**config.mk**
```make
export PLATFORM = sky130hd
export DESIGN_NAME = mem_port_arbiter_flat
export DESIGN_NICKNAME = d
export VERILOG_FILES = /design/src/rtl/mem_port_arbiter_if.sv /design/src/rtl/mem_port_arbiter.sv /design/src/flat_wrapper.sv
export SDC_FILE = /design/constraint.sdc
export NUM_CORES = 1
export LEC_CHECK = 0
export ABC_CLOCK_PERIOD_IN_PS = 1900
export CORE_UTILIZATION = 35
export CTS_CLUSTER_DIAMETER = 80
export DETAILED_ROUTE_END_ITERATION = 8
export PLACE_DENSITY = 0.8
export SETUP_SLACK_MARGIN = 0.2
export SLEW_MARGIN = 30
export SYNTH_ARGS = -nofsm -noshare
export SYNTH_HDL_FRONTEND = slang
export SYNTH_SLANG_ARGS = --single-unit
export TNS_END_PERCENT = 100
```
**constraint.sdc**
```tcl
create_clock -name clk -period 1.9 [get_ports clk]
set_input_delay 0.475 -clock clk [delete_from_list [all_inputs] [get_ports clk]]
set_output_delay 0.475 -clock clk [all_outputs]
set_load 0.02 [all_outputs]
```
**src/rtl/mem_port_arbiter_if.sv**
```systemverilog
// Request/ack and BlockRAM-side signals of the memory port arbiter.
// master is the requester/RAM side, slave is the arbiter itself.
interface mem_port_arbiter_if #(
    parameter int ADDR_WIDTH = 10,
    parameter int D_WIDTH    = 32,
    parameter int MASK_WIDTH = 4
);
    logic                  f_req;
    logic [ADDR_WIDTH-1:0] f_addr;
    logic                  f_ack;
    logic                  d_req;
    logic [ADDR_WIDTH-1:0] d_addr;
    logic [D_WIDTH-1:0]    d_wdata;
    logic [MASK_WIDTH-1:0] d_mask;
    logic                  d_ack;
    logic [D_WIDTH-1:0]    rdata;
    logic                  mem_en;
    logic [ADDR_WIDTH-1:0] mem_addr;
    logic [D_WIDTH-1:0]    mem_wdata;
    logic [MASK_WIDTH-1:0] mem_we_mask;
    logic [D_WIDTH-1:0]    mem_rdata;
    logic                  busy;
    logic                  grant_d;

    modport master (
        output f_req, f_addr,
        output d_req, d_addr, d_wdata, d_mask,
        output mem_rdata,
        input  f_ack, d_ack, rdata,
        input  mem_en, mem_addr, mem_wdata, mem_we_mask,
        input  busy, grant_d
    );

    modport slave (
        input  f_req, f_addr,
        input  d_req, d_addr, d_wdata, d_mask,
        input  mem_rdata,
        output f_ack, d_ack, rdata,
        output mem_en, mem_addr, mem_wdata, mem_we_mask,
        output busy, grant_d
    );
endinterface

```
**src/rtl/mem_port_arbiter.sv**
```systemverilog
// Round-robin req/ack arbiter sharing one BlockRAM port between
// instruction fetch and the data load/store path (2-cycle latency).
module mem_port_arbiter #(
    parameter int ADDR_WIDTH = 10,
    parameter int D_WIDTH    = 32,
    parameter int MASK_WIDTH = 4
) (
    input logic               clk,
    input logic               rst,
    mem_port_arbiter_if.slave bus
);

    typedef enum logic [1:0] {
        IDLE,
        ISSUE,
        RESP
    } state_t;

    state_t state, state_n;

    logic                  en_q, en_n;
    logic [ADDR_WIDTH-1:0] addr_q, addr_n;
    logic [D_WIDTH-1:0]    wdata_q, wdata_n;
    logic [MASK_WIDTH-1:0] mask_q, mask_n;
    logic                  f_ack_q, f_ack_n;
    logic                  d_ack_q, d_ack_n;
    logic                  busy_q, busy_n;
    logic                  grant_q, grant_n;
    logic                  take_f, take_d;

    always_ff @(posedge clk or negedge rst) begin
        if (!rst) begin
            state   <= IDLE;
            en_q    <= 1'b0;
            addr_q  <= '0;
            wdata_q <= '0;
            mask_q  <= '0;
            f_ack_q <= 1'b0;
            d_ack_q <= 1'b0;
            busy_q  <= 1'b0;
            grant_q <= 1'b1;
        end else begin
            state   <= state_n;
            en_q    <= en_n;
            addr_q  <= addr_n;
            wdata_q <= wdata_n;
            mask_q  <= mask_n;
            f_ack_q <= f_ack_n;
            d_ack_q <= d_ack_n;
            busy_q  <= busy_n;
            grant_q <= grant_n;
        end
    end

    always_comb begin
        state_n = state;
        en_n    = 1'b0;
        addr_n  = addr_q;
        wdata_n = wdata_q;
        mask_n  = '0;
        f_ack_n = 1'b0;
        d_ack_n = 1'b0;
        busy_n  = 1'b0;
        grant_n = grant_q;
        take_f  = 1'b0;
        take_d  = 1'b0;

        unique case (state)
            IDLE: begin
                if (bus.f_req && bus.d_req) begin
                    take_f = grant_q;
                    take_d = !grant_q;
                end else begin
                    take_f = bus.f_req;
                    take_d = bus.d_req;
                end
            end
            ISSUE: begin
                f_ack_n = !grant_q;
                d_ack_n = grant_q;
                busy_n  = 1'b1;
                state_n = RESP;
            end
            RESP: begin
                // Only the other port may chain; the acked one must re-arm via IDLE.
                take_f  = grant_q && bus.f_req;
                take_d  = !grant_q && bus.d_req;
                state_n = IDLE;
            end
            default: state_n = IDLE;
        endcase

        if (take_f) begin
            addr_n  = bus.f_addr;
            mask_n  = '0;
            en_n    = 1'b1;
            grant_n = 1'b0;
            busy_n  = 1'b1;
            state_n = ISSUE;
        end else if (take_d) begin
            addr_n  = bus.d_addr;
            wdata_n = bus.d_wdata;
            mask_n  = bus.d_mask;
            en_n    = 1'b1;
            grant_n = 1'b1;
            busy_n  = 1'b1;
            state_n = ISSUE;
        end
    end

    assign bus.mem_en      = en_q;
    assign bus.mem_addr    = addr_q;
    assign bus.mem_wdata   = wdata_q;
    assign bus.mem_we_mask = mask_q;
    assign bus.f_ack       = f_ack_q;
    assign bus.d_ack       = d_ack_q;
    assign bus.busy        = busy_q;
    assign bus.grant_d     = grant_q;
    assign bus.rdata       = (f_ack_q || d_ack_q) ? bus.mem_rdata : '0;

endmodule

```
**src/flat_wrapper.sv**
```systemverilog
// flat-port wrapper written by rule: the top's interface ports become plain ports
module mem_port_arbiter_flat 
#(
    parameter int ADDR_WIDTH = 10,
    parameter int D_WIDTH    = 32,
    parameter int MASK_WIDTH = 4
)
  (clk, rst, bus_f_req, bus_f_addr, bus_d_req, bus_d_addr, bus_d_wdata, bus_d_mask, bus_mem_rdata, bus_f_ack, bus_d_ack, bus_rdata, bus_mem_en, bus_mem_addr, bus_mem_wdata, bus_mem_we_mask, bus_busy, bus_grant_d);
  mem_port_arbiter_if #(.ADDR_WIDTH(ADDR_WIDTH), .D_WIDTH(D_WIDTH), .MASK_WIDTH(MASK_WIDTH)) bus_i ();
  input logic clk;
  input logic rst;
  input wire logic [$bits(bus_i.f_req)-1:0] bus_f_req;
  input wire logic [$bits(bus_i.f_addr)-1:0] bus_f_addr;
  input wire logic [$bits(bus_i.d_req)-1:0] bus_d_req;
  input wire logic [$bits(bus_i.d_addr)-1:0] bus_d_addr;
  input wire logic [$bits(bus_i.d_wdata)-1:0] bus_d_wdata;
  input wire logic [$bits(bus_i.d_mask)-1:0] bus_d_mask;
  input wire logic [$bits(bus_i.mem_rdata)-1:0] bus_mem_rdata;
  output wire logic [$bits(bus_i.f_ack)-1:0] bus_f_ack;
  output wire logic [$bits(bus_i.d_ack)-1:0] bus_d_ack;
  output wire logic [$bits(bus_i.rdata)-1:0] bus_rdata;
  output wire logic [$bits(bus_i.mem_en)-1:0] bus_mem_en;
  output wire logic [$bits(bus_i.mem_addr)-1:0] bus_mem_addr;
  output wire logic [$bits(bus_i.mem_wdata)-1:0] bus_mem_wdata;
  output wire logic [$bits(bus_i.mem_we_mask)-1:0] bus_mem_we_mask;
  output wire logic [$bits(bus_i.busy)-1:0] bus_busy;
  output wire logic [$bits(bus_i.grant_d)-1:0] bus_grant_d;
  assign bus_i.f_req = bus_f_req;
  assign bus_i.f_addr = bus_f_addr;
  assign bus_i.d_req = bus_d_req;
  assign bus_i.d_addr = bus_d_addr;
  assign bus_i.d_wdata = bus_d_wdata;
  assign bus_i.d_mask = bus_d_mask;
  assign bus_i.mem_rdata = bus_mem_rdata;
  assign bus_f_ack = bus_i.f_ack;
  assign bus_d_ack = bus_i.d_ack;
  assign bus_rdata = bus_i.rdata;
  assign bus_mem_en = bus_i.mem_en;
  assign bus_mem_addr = bus_i.mem_addr;
  assign bus_mem_wdata = bus_i.mem_wdata;
  assign bus_mem_we_mask = bus_i.mem_we_mask;
  assign bus_busy = bus_i.busy;
  assign bus_grant_d = bus_i.grant_d;
  mem_port_arbiter #(.ADDR_WIDTH(ADDR_WIDTH), .D_WIDTH(D_WIDTH), .MASK_WIDTH(MASK_WIDTH)) u_core (.clk(clk), .rst(rst), .bus(bus_i));
endmodule
```
# After elaboration in Yosys (flattened, before gate mapping)
# Cells that the tools add are included.
dict set report word_totals {
  elab_cells 42
  output_inout_bits 83
  reg_bits 53
}
dict set report classes {
  n_reduce_logical 8
  n_bitwise 1
  n_mux 21
  n_eq_ne 3
}
# op n
set op_table {}
lappend op_table {{two-way mux 32 bit} 1}
lappend op_table {{two-way mux 10 bit} 2}
lappend op_table {{two-way mux 1 bit} 11}
lappend op_table {{two-way mux 4 bit} 2}
lappend op_table {{two-way mux 2 bit} 2}
lappend op_table {{one-hot mux 1 bit (2 select lines)} 2}
lappend op_table {{one-hot mux 2 bit (2 select lines)} 1}
lappend op_table {{logical AND 1 bit} 3}
lappend op_table {{!= test 3 x 1 -> 1 bit (second input constant)} 1}
lappend op_table {{equality test 2 x 1 -> 1 bit (second input constant)} 1}
lappend op_table {{equality test 2 bit (second input constant)} 1}
lappend op_table {{logical NOT 2 bit} 1}
lappend op_table {{AND reduction 2 bit} 1}
lappend op_table {{nonzero test 2 bit} 1}
lappend op_table {{logical NOT 1 bit} 1}
lappend op_table {{logical OR 1 bit} 1}
lappend op_table {{NOT 1 bit} 1}

# Longest topological paths before layout
dict set report depth {
  ltp_word 5
  depth_mapped 5
  ltp_nobuf 3
}

# Worst setup path after synthesis
# No wires, ideal clock.
dict set report synth_timing {
  path_kind {register -> output}
  from {reg u_core.d_ack_q, in the netlist u_core.bus.d_ack}
  to {out bus_rdata[0]}
  t_arrival_ns 1.125
  slack_ns 0.300
  path_stages_with_launch 4
  n_path_buf 1
  path_cell_list {dfrtp_1 > nor2_1 > clkbuf_1 > nor2b_1}
}
dict set report synth_between {
  elab_chain_len 2
}
# item line_no
set synth_rtl {}
lappend synth_rtl {{from (decl)} mem_port_arbiter.sv:26} ;# logic d_ack_q, d_ack_n;
lappend synth_rtl {{from (signal assigned)} mem_port_arbiter.sv:49} ;# d_ack_q <= d_ack_n;
lappend synth_rtl {{logical OR 1 bit} mem_port_arbiter.sv:119} ;# assign bus.rdata = (f_ack_q || d_ack_q) ? bus.mem_rdata : '0;
lappend synth_rtl {{two-way mux 32 bit} mem_port_arbiter.sv:119}
lappend synth_rtl {{to (decl)} flat_wrapper.sv:21} ;# output wire logic [$bits(bus_i.rdata)-1:0] bus_rdata;
# No other way between the ends.

# Worst setup path after layout
dict set report layout_timing {
  from {in bus_mem_rdata[23]}
  to {out bus_rdata[23]}
}
dict set report layout_between {
  elab_chain_len 1
}
# item line_no
set layout_rtl {}
lappend layout_rtl {{from (decl)} flat_wrapper.sv:18} ;# input wire logic [$bits(bus_i.mem_rdata)-1:0] bus_mem_rdata;
lappend layout_rtl {{two-way mux 32 bit} mem_port_arbiter.sv:119}
# No other way between the ends.

==> results by group <==
STA
  – Period utilization: 93.3%
  – RSZ-0062 raised after global routing: true
  – Upper clock frequency limit: 0.564 GHz
  – Hold Slack: 0.0917 ns
  – Minimum clock period after layout: ~1.8 ns
  – Final setup fails: 0
  – Least-Margin Pin Slew: 0.390 ns
  – Final setup TNS: 0 ns
  – Final Hold Viols: 0
  – Slew margin rel.: roughly three quarters
  – Clock skew: 0.00501 ns
  – Max Slew Vio Count: 0

Detailed routing
  – DRT met1 WL: about 3000 µm
  – Detail Route Antenna Nets: 0
  – WL met3: about 480 µm
  – Wire per inst: 15.0 µm
  – Met2 Wirelength: approximately 3600 µm
  – Top routing layer in use: met4
  – Total Wirelength: 7080 µm
  – Pre-Repair DR Iteration Count: 4
  – Vias: 2130
  – DRC Markers: 0
  – DRT iter0 DRCs: 45
  – Via density per instance: 4.52

Placed design
  – Gpl congestion: between 0.7 and 0.8
  – Port Buf Inserts: 174
  – Placed cell count: 461
  – Final HPWL DP: approximately 5500 µm
  – Placed cell area: about 0.0044 mm²

Clocking
  – Clock sink count: 53
  – H-tree depth: 2
  – TritonCTS clock tree: yes
  – Clock buffer count from CTS: 5
  – Worst skew pair latency: approximately 0.29 ns
  – Clock buffer depth: 2
  – Postcts setup bufs: 0
  – Reg clk slew, reported paths: 0.09 ns
  – Root buffer cell: clkbuf_8
  – Hold buffer count at CTS: 0

Min path
  – HP Class: in -> async

Floorplanning
  – Initial Utilization: between 30% and 40%
  – Die Area: 0.00762 mm²
  – Die Y: about 87 µm
  – Io pins: ~180
  – # rows: 30
  – Core Region: 0.00691 mm²
  – Die width: ~87 µm

Layout
  – Layout Nets: roughly 470
  – Final Non-Filler Cells: ~470
  – Layout cell share with drive strength beyond 1: 24.8%
  – Area grow syn2layout: 74.1%
  – FILL cells: 596
  – Ant diodes: 0
  – Final instance area: 0.00443 mm²

Yosys
  – Mean Syn Cell Area: between 10 and 15 µm²
  – Mapped cell area: 0.00254 mm²
  – Post-synth EDFFs: 0
  – Synth unique cells: 27
  – Most frequent cell after synthesis: dfrtp_1
  – Primary FF master, synth: dfrtp_1
  – Seq cells post-synth: 53
  – Ys Warns: 0
  – Synth top area share: 51.1%
  – Fraction of registers with async set or reset after synthesis: 100%
  – Syn nets: 285
  – Register area share after synthesis: 52.2%
  – Top cells by area, synth: dfrtp_1 (51%), mux2_4 (17%), nor2b_1 (8.1%)
  – Synth Instances: 193
  – Synth area leader: dfrtp_1
  – Most frequent cells after synthesis: dfrtp_1 (52), nor2b_1 (33), mux2_4 (29)

Worst setup path
  – Worst R2R End: u_core.bus.mem_wdata[23]$_DFFE_PN0P_
  – CP max FO: 1
  – Worst Setup EP: bus_rdata[23]
  – Crit path capture type: output port
  – Startpoint Class: input pin
  – R2R Setup Slk: 0.35 ns
  – CP cell instances: clkdlybuf4s50_1 > nor2b_1 > buf_4
  – CP Class: in -> out
  – Crit-path slowest cell: clkdlybuf4s50_1
  – Worst endpoint required time: 1.42 ns
  – Reg-to-reg startpoint: u_core.state[1]$_DFFE_PN0P_
  – R2R depth: 4
  – Worst setup path start: bus_mem_rdata[23]
  – Worst path max stage delay: 0.45 ns
  – Arrival @ worst endpoint: 1.30 ns

Global routing
  – First-pass GRT wire length: 10500 µm
  – Largest net degree at the start of global routing: 33
  – Vias in the first global route: 2098
  – GRT Total Usage: 17.8%
  – Grt total ovfl: 0
  – Initial antenna violation count: 0

Power and ir drop
  – Leakage: 0.00209 µW
  – Design Power: 7000 µW
  – Power density over cell area: between 1500 and 2000 mW/mm²
  – Peak supply drop: 0.610 mV

Flow run
  – MaxCap Viol Count: 0

Run status
  – Status: finished clean
[report_power, final]
group / switching (µW) / total, µW / internal, µW
registers: 292 / 1980 / 1690
logic: 2180 / 4280 / 2100
clock network: 349 / 745 / 396
total: 2820 / 7000 / 4180
[state kept, by name (all words and copies together) (netlist names)]
signal                  count
u_core.bus.mem_wdata       32
u_core.bus.grant_d          1
u_core.bus.mem_en           1
u_core.bus.mem_we_mask      4
u_core.bus.mem_addr        10
u_core.bus.busy             1
u_core.state                2
u_core.bus.d_ack            1
u_core.bus.f_ack            1
[worst max-delay path: cells and delay by family]
family / cells / cell delay (ns)
and+or+nand+nor: 1 / 0.19
buffers and inverters: 2 / 0.63
[cell usage in the layout, fill, tap and decap left out, types with 2 or more instances in the layout]
cell type        instances
o32a_1                   9
clkbuf_16                2
mux2_4                  29
and3_1                   4
nand2_1                  3
a2bb2oi_1                9
o21ai_0                 10
nand3_1                  2
o21a_1                   2
dlygate4sd2_1           50
buf_12                   3
nor2b_1                 33
buf_2                    2
clkbuf_8                 5
clkdlybuf4s50_1         90
mux2_2                   3
nand2b_1                 2
buf_4                   40
inv_1                   11
dfrtp_1                 52
[routing by layer]
layer  up-vias  global-route usage [%]
met4         0                    2.83
met2        91                    32.0
li1       1027                       -
met1      1009                    22.7
met3         3                    3.22
met5         -                       0
[through the flow]
step / worst slack, ns / utilization [%]
2_1_floorplan: 0.300 / -
3_3_place_gp: -0.321 / 63.8
3_5_place_dp: -0.352 / 63.8
4_1_cts: -0.00238 / 63.4
5_1_grt: 0.0700 / 64.2
6_report: 0.128 / 64.2
[worst min-delay path by stage]
| stage | from | endpoint | slack, ns | cells past startpoint |
|---|---|---|---|---|
| 6_report | rst | u_core.state[1]$_DFFE_PN0P_ | 0.09 | 1 |
| 3_5_place_dp | rst | u_core.bus.mem_wdata[5]$_DFFE_PN0P_ | 0.42 | 1 |
| 2_1_floorplan | rst | u_core.bus.busy$_DFF_PN0_ | 0.18 | 0 |
| 5_1_grt | rst | u_core.state[1]$_DFFE_PN0P_ | 0.11 | 1 |
| 4_1_cts | rst | u_core.state[1]$_DFFE_PN0P_ | 0.1 | 1 |
| 3_3_place_gp | rst | u_core.bus.mem_wdata[5]$_DFFE_PN0P_ | 0.42 | 1 |
[final cells by class]
class	instances	area (µm²)	area share (%)
Tap cell	96	120	2.71
Timing Repair Buffer	188	1770	39.9
Inverter	11	41.3	0.932
Multi-Input combinational cell	115	1060	23.9
Clock buffer	6	72.6	1.64
Clock inverter	2	38.8	0.875
Sequential cell	53	1330	30.0
[what timing repair did]
item,in CTS,in global routing
setup endpoints to repair,83,39
gates cloned,0,2
gates resized for setup,211,4
hold endpoints to repair,0,0
[kinds of logic (layout without fill, tap and decap cells)]
group	after synthesis	in the layout	synth area share [%]
AOI/OAI and AO/OA	33	33	10.4
buffers and inverters	25	207	6.44
and+or+nand+nor	50	50	12.5
muxes	32	32	18.4
DFF	53	53	52.2
Power figures use the tool's default switching activity.
